$ cat src/rtl/uart_rx_pkg.sv
// uart_rx_pkg: state encoding and legal parameter ranges shared by the UART receive controller
// and its bit sampler.
package uart_rx_pkg;

  // State encoding (3 bits)
  localparam logic [2:0] ST_IDLE    = 3'd0;
  localparam logic [2:0] ST_START   = 3'd1;
  localparam logic [2:0] ST_DATA    = 3'd2;
  localparam logic [2:0] ST_PARITY  = 3'd3;
  localparam logic [2:0] ST_STOP    = 3'd4;
  localparam logic [2:0] ST_WAIT_HI = 3'd5;

  typedef enum logic [2:0] {
    IDLE    = ST_IDLE,
    START   = ST_START,
    DATA    = ST_DATA,
    PARITY  = ST_PARITY,
    STOP    = ST_STOP,
    WAIT_HI = ST_WAIT_HI
  } rx_state_e;

  // Legal parameter ranges
  localparam int DATA_W_MIN    = 5;
  localparam int DATA_W_MAX    = 9;
  localparam int STOP_BITS_MIN = 1;
  localparam int STOP_BITS_MAX = 2;

  // Oversampling must be a power of two so the edge counter wraps cleanly.
  function automatic bit legal_prescale(input int p);
    return (p == 8) || (p == 16) || (p == 32);
  endfunction

  function automatic bit legal_cfg(input int dw, input int p, input int sb);
    return (dw >= DATA_W_MIN) && (dw <= DATA_W_MAX) &&
           (sb >= STOP_BITS_MIN) && (sb <= STOP_BITS_MAX) &&
           legal_prescale(p);
  endfunction

endpackage

$ cat src/rtl/uart_rx_frame_ctrl_sampler.sv
// uart_rx_sampler: per-bit edge counter and 3-sample majority vote around the bit centre.
// bit_dec_o marks the decision cycle (bit_val_o valid), bit_end_o the last cycle of a bit.
module uart_rx_sampler
  import uart_rx_pkg::*;
#(
  parameter int PRESCALE = 8
) (
  input  logic clk,
  input  logic rst,
  input  logic clr_i,
  input  logic rx_i,
  output logic bit_val_o,
  output logic bit_dec_o,
  output logic bit_end_o
);

  localparam int CW = $clog2(PRESCALE);
  localparam logic [CW-1:0] E_S0   = CW'(PRESCALE / 2 - 1);
  localparam logic [CW-1:0] E_S1   = CW'(PRESCALE / 2);
  localparam logic [CW-1:0] E_DEC  = CW'(PRESCALE / 2 + 1);
  localparam logic [CW-1:0] E_LAST = CW'(PRESCALE - 1);

  logic [CW-1:0] edge_cnt_q, edge_cnt_d;
  logic [1:0]    smp_q, smp_d;

  // Next counter value and capture of the two early samples
  always_comb begin
    edge_cnt_d = clr_i ? '0 : ((edge_cnt_q == E_LAST) ? '0 : edge_cnt_q + 1'b1);
    smp_d      = smp_q;
    if (edge_cnt_q == E_S0) smp_d[0] = rx_i;
    if (edge_cnt_q == E_S1) smp_d[1] = rx_i;
  end

  // Counter and sample registers
  always_ff @(posedge clk or negedge rst) begin
    if (!rst) begin
      edge_cnt_q <= '0;
      smp_q      <= '0;
    end else begin
      edge_cnt_q <= edge_cnt_d;
      smp_q      <= smp_d;
    end
  end

  // Third sample is the live input in the decision cycle
  assign bit_val_o = (smp_q[0] & smp_q[1]) | (smp_q[0] & rx_i) | (smp_q[1] & rx_i);
  assign bit_dec_o = (edge_cnt_q == E_DEC);
  assign bit_end_o = (edge_cnt_q == E_LAST);

endmodule

$ cat src/rtl/uart_rx_frame_ctrl.sv
// uart_rx_frame_ctrl: UART receive frame controller (start detect, deserialise, optional
// parity, 1/2 stop bits, per-frame status pulses).
// Optional feature: define UART_RX_BREAK_DET_EN to report all-zero frames as break_det.
module uart_rx_frame_ctrl
  import uart_rx_pkg::*;
#(
  parameter int DATA_W    = 8,
  parameter int PRESCALE  = 8,
  parameter int STOP_BITS = 1
) (
  input  logic              clk,
  input  logic              rst,
  input  logic              rx_in,
  input  logic              par_en,
  input  logic              par_odd,
  output logic [DATA_W-1:0] p_data,
  output logic              data_valid,
  output logic              par_err,
  output logic              stp_err,
  output logic              strt_glitch,
  output logic              break_det,
  output logic              busy
);

  if (!legal_cfg(DATA_W, PRESCALE, STOP_BITS)) begin : g_bad_cfg
    $error("uart_rx_frame_ctrl: illegal DATA_W/PRESCALE/STOP_BITS");
  end

  localparam logic [3:0] LAST_DATA = 4'(DATA_W - 1);
  localparam logic [3:0] LAST_STOP = 4'(STOP_BITS - 1);

  rx_state_e         state_q, state_d;
  logic [DATA_W-1:0] shift_q, shift_d, p_data_q, p_data_d;
  logic [3:0]        bit_cnt_q, bit_cnt_d;
  logic              par_en_q, par_en_d, par_odd_q, par_odd_d;
  logic              perr_q, perr_d, serr_q, serr_d;
  logic              data_valid_q, data_valid_d, par_err_q, par_err_d;
  logic              stp_err_q, stp_err_d, strt_glitch_q, strt_glitch_d;
  logic              bit_val, bit_dec, bit_end, clr;
`ifdef UART_RX_BREAK_DET_EN
  logic              all_zero_q, all_zero_d, break_det_q, break_det_d;
`endif

  // Counter runs only while a frame is being received
  assign clr = (state_d == IDLE) || (state_d == WAIT_HI);

  uart_rx_sampler #(.PRESCALE(PRESCALE)) u_sampler (
    .clk       (clk),
    .rst       (rst),
    .clr_i     (clr),
    .rx_i      (rx_in),
    .bit_val_o (bit_val),
    .bit_dec_o (bit_dec),
    .bit_end_o (bit_end)
  );

  // Next-state, frame bookkeeping and status pulse generation
  always_comb begin
    state_d       = state_q;
    shift_d       = shift_q;
    p_data_d      = p_data_q;
    bit_cnt_d     = bit_cnt_q;
    par_en_d      = par_en_q;
    par_odd_d     = par_odd_q;
    perr_d        = perr_q;
    serr_d        = serr_q;
    data_valid_d  = 1'b0;
    par_err_d     = 1'b0;
    stp_err_d     = 1'b0;
    strt_glitch_d = 1'b0;
`ifdef UART_RX_BREAK_DET_EN
    all_zero_d    = all_zero_q;
    break_det_d   = 1'b0;
`endif
    case (state_q)
      IDLE: begin
        if (!rx_in) begin
          state_d   = START;
          bit_cnt_d = '0;
          par_en_d  = par_en;
          par_odd_d = par_odd;
          perr_d    = 1'b0;
          serr_d    = 1'b0;
`ifdef UART_RX_BREAK_DET_EN
          all_zero_d = 1'b1;
`endif
        end
      end
      START: begin
        if (bit_dec && bit_val) begin
          strt_glitch_d = 1'b1;
          state_d       = IDLE;
        end else if (bit_end) begin
          state_d = DATA;
        end
      end
      DATA: begin
        if (bit_dec) begin
          shift_d = {bit_val, shift_q[DATA_W-1:1]};
`ifdef UART_RX_BREAK_DET_EN
          all_zero_d = all_zero_q & ~bit_val;
`endif
        end
        if (bit_end) begin
          if (bit_cnt_q == LAST_DATA) begin
            bit_cnt_d = '0;
            state_d   = par_en_q ? PARITY : STOP;
          end else begin
            bit_cnt_d = bit_cnt_q + 4'd1;
          end
        end
      end
      PARITY: begin
        if (bit_dec) begin
          perr_d = bit_val ^ (^shift_q) ^ par_odd_q;
`ifdef UART_RX_BREAK_DET_EN
          all_zero_d = all_zero_q & ~bit_val;
`endif
        end
        if (bit_end) state_d = STOP;
      end
      STOP: begin
        if (bit_dec) begin
          serr_d = serr_q | ~bit_val;
`ifdef UART_RX_BREAK_DET_EN
          all_zero_d = all_zero_q & ~bit_val;
`endif
          // Final stop bit closes the frame at its decision point
          if (bit_cnt_q == LAST_STOP) begin
`ifdef UART_RX_BREAK_DET_EN
            if (all_zero_d) begin
              break_det_d = 1'b1;
              state_d     = WAIT_HI;
            end else
`endif
            begin
              par_err_d = perr_q;
              stp_err_d = serr_d;
              if (!perr_q && !serr_d) begin
                data_valid_d = 1'b1;
                p_data_d     = shift_q;
              end
              state_d = serr_d ? WAIT_HI : IDLE;
            end
          end
        end else if (bit_end) begin
          bit_cnt_d = bit_cnt_q + 4'd1;
        end
      end
      WAIT_HI: begin
        if (rx_in) state_d = IDLE;
      end
      default: state_d = IDLE;
    endcase
  end

  // State, datapath and registered status outputs
  always_ff @(posedge clk or negedge rst) begin
    if (!rst) begin
      state_q       <= IDLE;
      shift_q       <= '0;
      p_data_q      <= '0;
      bit_cnt_q     <= '0;
      par_en_q      <= 1'b0;
      par_odd_q     <= 1'b0;
      perr_q        <= 1'b0;
      serr_q        <= 1'b0;
      data_valid_q  <= 1'b0;
      par_err_q     <= 1'b0;
      stp_err_q     <= 1'b0;
      strt_glitch_q <= 1'b0;
`ifdef UART_RX_BREAK_DET_EN
      all_zero_q    <= 1'b0;
      break_det_q   <= 1'b0;
`endif
    end else begin
      state_q       <= state_d;
      shift_q       <= shift_d;
      p_data_q      <= p_data_d;
      bit_cnt_q     <= bit_cnt_d;
      par_en_q      <= par_en_d;
      par_odd_q     <= par_odd_d;
      perr_q        <= perr_d;
      serr_q        <= serr_d;
      data_valid_q  <= data_valid_d;
      par_err_q     <= par_err_d;
      stp_err_q     <= stp_err_d;
      strt_glitch_q <= strt_glitch_d;
`ifdef UART_RX_BREAK_DET_EN
      all_zero_q    <= all_zero_d;
      break_det_q   <= break_det_d;
`endif
    end
  end

  assign p_data      = p_data_q;
  assign data_valid  = data_valid_q;
  assign par_err     = par_err_q;
  assign stp_err     = stp_err_q;
  assign strt_glitch = strt_glitch_q;
  assign busy        = (state_q != IDLE);
`ifdef UART_RX_BREAK_DET_EN
  assign break_det   = break_det_q;
`else
  assign break_det   = 1'b0;
`endif

endmodule

$ cat config.mk
export PLATFORM = sky130hd
export DESIGN_NAME = uart_rx_frame_ctrl
export DESIGN_NICKNAME = d
export VERILOG_FILES = /design/src/rtl/uart_rx_pkg.sv /design/src/rtl/uart_rx_frame_ctrl_sampler.sv /design/src/rtl/uart_rx_frame_ctrl.sv
export SDC_FILE = /design/constraint.sdc
export NUM_CORES = 1
export LEC_CHECK = 0
export CORE_AREA = 2 2 67 69
export DETAILED_ROUTE_END_ITERATION = 8
export DIE_AREA = 0 0 69 71
export PLACE_DENSITY = 0.64
export SLEW_MARGIN = 5
export SYNTH_ARGS = -nofsm -noshare
export SYNTH_HDL_FRONTEND = slang
export SYNTH_SLANG_ARGS = --single-unit
export TNS_END_PERCENT = 10
$ cat constraint.sdc
create_clock -name clk -period 6.9 [get_ports clk]
set_input_delay 1.38 -clock clk [delete_from_list [all_inputs] [get_ports clk]]
set_output_delay 1.38 -clock clk [all_outputs]
set_load 0.005 [all_outputs]
# Word-level counts from Yosys, hierarchy flattened
# Cells that the tools add are included.
totals:
  latch_bits: 0
  in_bits: 5
  wordCells: 100
  rom_bits: 0
  ram_bits: 0
  output_inout_bits: 14
  memories: 0
  register_bits: 36
op_classes:
  n_reduce_logical: 19
  n_mux: 37
  n_lt_le_gt_ge: 0
  add_sub_neg: 2
  n_eq_ne: 17
  bitwise: 10
  shift: 0
  div: 0
  mul: 0
ops:
  columns: ["operator", "n"]
  rows:
  - ["$mux W3", 13]
  - ["$mux W4", 5]
  - ["$eq A3 B3 Y1 const B", 6]
  - ["$pmux W3 S6", 1]
  - ["$mux W1", 15]
  - ["$ne A2 B2 Y1 const B", 6]
  - ["$pmux W4 S3", 1]
  - ["$eq A3 B2 Y1 const B", 3]
  - ["$reduce_xor A8 Y1", 1]
  - ["$logic_not A3 Y1", 2]
  - ["$reduce_and A3 Y1", 2]
  - ["$reduce_bool A3 Y1", 2]
  - ["$reduce_and A5 Y1", 1]
  - ["$add A4 B1 Y4 const B", 1]
  - ["$eq A4 B3 Y1 const B", 1]
  - ["$logic_not A4 Y1", 1]
  - ["$pmux W1 S2", 2]
  - ["$reduce_and A2 Y1", 2]
  - ["$reduce_and A4 Y1", 1]
  - ["$reduce_bool A2 Y1", 2]
  - ["$add A3 B1 Y3 const B", 1]
  - ["$and A1 B1 Y1", 3]
  - ["$eq A3 B1 Y1 const B", 1]
  - ["$or A1 B1 Y1", 3]
  - ["5 further kinds", 9]

# Depth between registers and ports, before layout
logic_depth:
  ltp_word: 12
  ltp_mapped: 7

# Hierarchy
# A second synthesis with hierarchy kept.
unflattened:
  cells_unflattened: 164
  area_unflattened_um2: 1884.3
modules_own_cells:
  columns: ["mod", "seq_area_each_um2", "area_per_inst_um2", "instances", "cells_each"]
  rows:
  - ["uart_rx_frame_ctrl", 775.7, 1622.8, 1, 143]
  - ["uart_rx_sampler", 125.1, 261.5, 1, 21]

# Worst setup path before layout
# OpenSTA, ideal clock, no wires.
synth_timing:
  path_type: "in2reg"
  startpoint: "in rx_in"
  endpoint: "reg u_sampler.edge_cnt_q[0]"
  setup_time_ns: 0.094
  arrival_time_ns: 2.757
  n_path_buf: 0
  t_required_ns: 6.806
  slack_ns: 4.049
  path_stages: 5
  path_cell_list: "maj3_1 a2111oi_0 or4_1 xnor2_1 a211oi_1"
synth_between:
  elab_chain_cells: 12
  elab_cells_between_ends: 18
synth_rtl:
  columns: ["item", "line_no", "text"]
  rows:
  - ["from (decl)", "uart_rx_frame_ctrl.sv:13", "input logic rx_in,"]
  - ["$and A1 B1 Y1", "uart_rx_frame_ctrl_sampler.sv:46", "assign bit_val_o = (smp_q[0] & smp_q[1]) | (smp_q[0] & rx_i) | (smp_q[1] & rx_i);"]
  - ["$or A1 B1 Y1 (2 in a row)", "uart_rx_frame_ctrl_sampler.sv:46", null]
  - ["$not A1 Y1", "uart_rx_frame_ctrl.sv:124", "serr_d = serr_q | ~bit_val;"]
  - ["$or A1 B1 Y1", "uart_rx_frame_ctrl.sv:124", null]
  - ["$mux W3", "uart_rx_frame_ctrl.sv:143", "state_d = serr_d ? WAIT_HI : IDLE;"]
  - ["$mux W3", "uart_rx_frame_ctrl.sv:129", "if (bit_cnt_q == LAST_STOP) begin"]
  - ["$mux W3", "uart_rx_frame_ctrl.sv:123", "if (bit_dec) begin"]
  - ["$pmux W3 S6 *", "uart_rx_frame_ctrl.sv:75", "case (state_q)"]
  - ["via state_d[0]", "uart_rx_frame_ctrl.sv:32", "rx_state_e state_q, state_d;"]
  - ["$eq A3 B3 Y1 or $logic_not A3 Y1 (tied branches)", "uart_rx_frame_ctrl.sv:45", "assign clr = (state_d == IDLE) || (state_d == WAIT_HI);"]
  - ["$logic_or A1 B1 Y1 *", "uart_rx_frame_ctrl.sv:45", null]
  - ["$mux W3 *", "uart_rx_frame_ctrl_sampler.sv:28", "edge_cnt_d = clr_i ? '0 : ((edge_cnt_q == E_LAST) ? '0 : edge_cnt_q + 1'b1);"]
  - ["via u_sampler.edge_cnt_d[0]", "uart_rx_frame_ctrl_sampler.sv:23", "logic [CW-1:0] edge_cnt_q, edge_cnt_d;"]
  - ["to (signal assigned)", "uart_rx_frame_ctrl_sampler.sv:40", "edge_cnt_q <= edge_cnt_d;"]
  - ["to (decl)", "uart_rx_frame_ctrl_sampler.sv:23", null]
# The timed path passes the listed nets; every way through them passes the cells marked *.
# A chain may end at the register's enable or synchronous reset.

# Worst setup path after layout
# Same ends and word-level chain as after synthesis.

==> reports/metrics.csv <==
stage,metric,value,unit
min_path,holdCritPathClass,flop to flop,
clock_network,ctsResizeCount,0,
clock_network,cts-buffers-inserted,5,
floorplanning,initial_core_util,43.7,%
global_route,grt_usage,15.1,%
yosys,synthTopCellsByArea,"dfrtp_1 (49%), mux2_2 (13%), ha_1 (4.8%)",
yosys,netlist_area,0.00184,mm2
place,portBuffers,17,
global_route,grt_remaining_overflow,0,
clock_network,clk_latency,0.28,ns
floorplanning,io_pins,19,
floorplanning,die_w,69,um
cells_and_area,nets,189,
sta,max_freq,0.300,GHz
clock_network,clkTransAtPathRegs,0.07,ns
clock_network,cts_tree,yes,
place,gp_congestion,0.802,
sta,worst_slack,3.56,ns
yosys,yosys.area_share.simple,13.7,%
cells_and_area,final_cell_mix,"dfrtp_1 (36), mux2_2 (21), clkdlybuf4s50_1 (17)",
sta,worstMarginPinSlew,0.632,ns
place,place_inst,222,
critical_path,cp-start-kind,input port,
route,via_per_inst,5.40,
yosys,synth_xor_area_share,5.04,%
route,wirelength,3260,um
critical_path,cpMaxStageDelayCell,or4_1,
yosys,yosysSeqAreaShare,49.0,%
yosys,ys_async_sr_fraction,100,%
yosys,synth_cells,158,
route,drtPass1Iterations,4,
sta,period_share,48.4,%
clock_network,cts_max_level,2,
yosys,ys_types,46,
pwr,power_density,298,mW/mm2
critical_path,cp_max_fo,8,
yosys,yosysTopAreaCell,dfrtp_1,
yosys,syn_area_per_cell,11.6,um2
place,hpwl,2380,um
critical_path,worstSetupPathType,input port to flop,
cells_and_area,post-route-util,51.0,%
global_route,grt_pass1_wl,5900,um
yosys,synth_ff_type,dfrtp_1,
status,status,completed,
yosys,synth_top_area_share,49.0,%
route,vias,1242,
sta,finClkSkew,0.00517,ns
route,drtIter0Drc,58,
yosys,ys_ff_latch,36,
floorplanning,coreArea,0.00420,mm2
clock_network,cts-root-buf,clkbuf_8,
yosys,synthMuxAreaShare,12.9,%
clock_network,clockBufferDepth,2,
cells_and_area,antennaDiodeCount,0,
yosys,syn-num-nets,170,
floorplanning,fp-row-count,24,
sta,finalSetupTns,0,ns
yosys,ys_warn_count,0,
cells_and_area,mostFrequentLayoutCell,dfrtp_1,
critical_path,crit_chain,"clkdlybuf4s50_1, maj3_1, a2111oi_0, or4_1, xnor2_1, a211oi_1",
global_route,grt_antenna_before_repair,0,
sta,finalCriticalPeriod,3.34,ns
yosys,synth_edf_count,0,
yosys,synth_fa_ha_area_share,5.31,%
critical_path,slowest_delay,0.59,ns
clock_network,cts_setup_buffers,0,
floorplanning,die-area,0.00490,mm2
global_route,grt_max_degree,37,
route,drc,0,
critical_path,arrival,3.53,ns
sta,slew_headroom,57.6,%
pwr,ir_drop,0.000162,V
clock_network,clock_sinks,36,
sta,rsz0062_at_grt,false,
cells_and_area,instances_no_fill,230,
yosys,synth_top_family_by_area,simple AND/OR/NAND/NOR gates,
floorplanning,die_height,71,um
global_route,grt_pass1_vias,1254,
route,wire_per_inst,14.2,um
sta,timing.final.max_slew_violations,0,
place,place_ws,3.28,ns
critical_path,required,7.09,ns
pwr,power_leakage,0.000959,uW
route,antenna_left,0,
sta,hold_viol,0,
critical_path,worstSetupEndpointType,flop,
clock_network,cts-hold-fix-buffers,0,
sta,setup_violations,0,
yosys,synth-compound-area-share,9.73,%
flow_run,max_cap_violations,0,
cells_and_area,layout-drive-gt1-share,20.8,%
cells_and_area,syn_to_final_growth,16.6,%
-- critical path: cells and delay by family --
family,cells,cell delay (ns)
AND/OR/NAND/NOR,1,0.59
buffers and inverters,1,0.56
adder cells (fa/ha/maj),1,0.42
AO/OA/AOI/OAI,2,0.39
XOR/XNOR,1,0.19
-- where the power goes --
| group | internal (uW) | switching [uW] |
|---|---|---|
| Clock | 81.3 | 68.7 |
| Combinational | 99.2 | 104 |
| Sequential | 246 | 40.8 |
-- state kept, by name, indices dropped and copies added, names as in the netlist --
register	flops
u_sampler.smp_q	2
strt_glitch	1
par_en_q	1
serr_q	1
bit_cnt_q	4
data_valid	1
stp_err	1
par_odd_q	1
p_data	8
u_sampler.edge_cnt_q	3
perr_q	1
par_err	1
shift_q	8
state_q	3
-- logic make-up (layout without fill, tap and decap cells) --
group | count (synthesis) | in the layout
AO/OA/AOI/OAI | 24 | 24
AND/OR/NAND/NOR | 40 | 40
XOR/XNOR | 9 | 9
other | 1 | 1
adder cells (fa/ha/maj) | 8 | 8
flip-flops | 36 | 36
buffers and inverters | 19 | 39
multiplexers | 21 | 21
-- Yosys cell counts (all sizes together) (2+ instances only) --
cell type / count
dfrtp: 36
or3: 2
o21ai: 6
a21oi: 5
clkbuf: 5
mux2: 21
inv: 13
a22o: 2
or4: 2
xnor2: 6
nor4: 2
ha: 7
or2: 2
nor3: 4
nand2b: 4
xor2: 2
nor2: 6
a2111oi: 2
nand2: 9
-- layer usage --
layer	up-vias	share of wire (%)	track usage (%)
met3	7	4.1	4.27
met1	619	43	17.0
met2	25	51	27.2
met4	0	1.7	5.88
li1	591	-	-
met5	-	0	0
-- final timing paths --
check                                         from                       to  slack [ns]  depth (start not counted)
max                                          rx_in  u_sampler.edge_cnt_q[0]        3.56                          6
min                        u_sampler.edge_cnt_q[0]  u_sampler.edge_cnt_q[0]        0.50                          1
max reg2reg                             state_q[0]                p_data[1]        4.43                          4
min reg2reg                u_sampler.edge_cnt_q[0]  u_sampler.edge_cnt_q[0]        0.50                          1
max in group asynchronous                      rst  u_sampler.edge_cnt_q[1]        5.07                          2
min in group asynchronous                      rst              strt_glitch        1.52                          2
-- metrics by stage --
step	total power (uW)	hold WS [ns]	area [um2]
finish	639	0.504	2140
detailed placement	495	0.499	2050
CTS	650	0.513	2140
floorplan	445	0.468	1840
global route	691	0.529	2140
global placement	487	0.489	2050
-- area by class of cell --
type	count	area (um2)
timing repair buffer	18	178
clock buffer	8	90.1
multi-input combinational	103	861
fill	387	2060
sequential	36	901
inverter	13	48.8
tap	52	65.1
No activity file was read; power rests on OpenSTA's default activity.
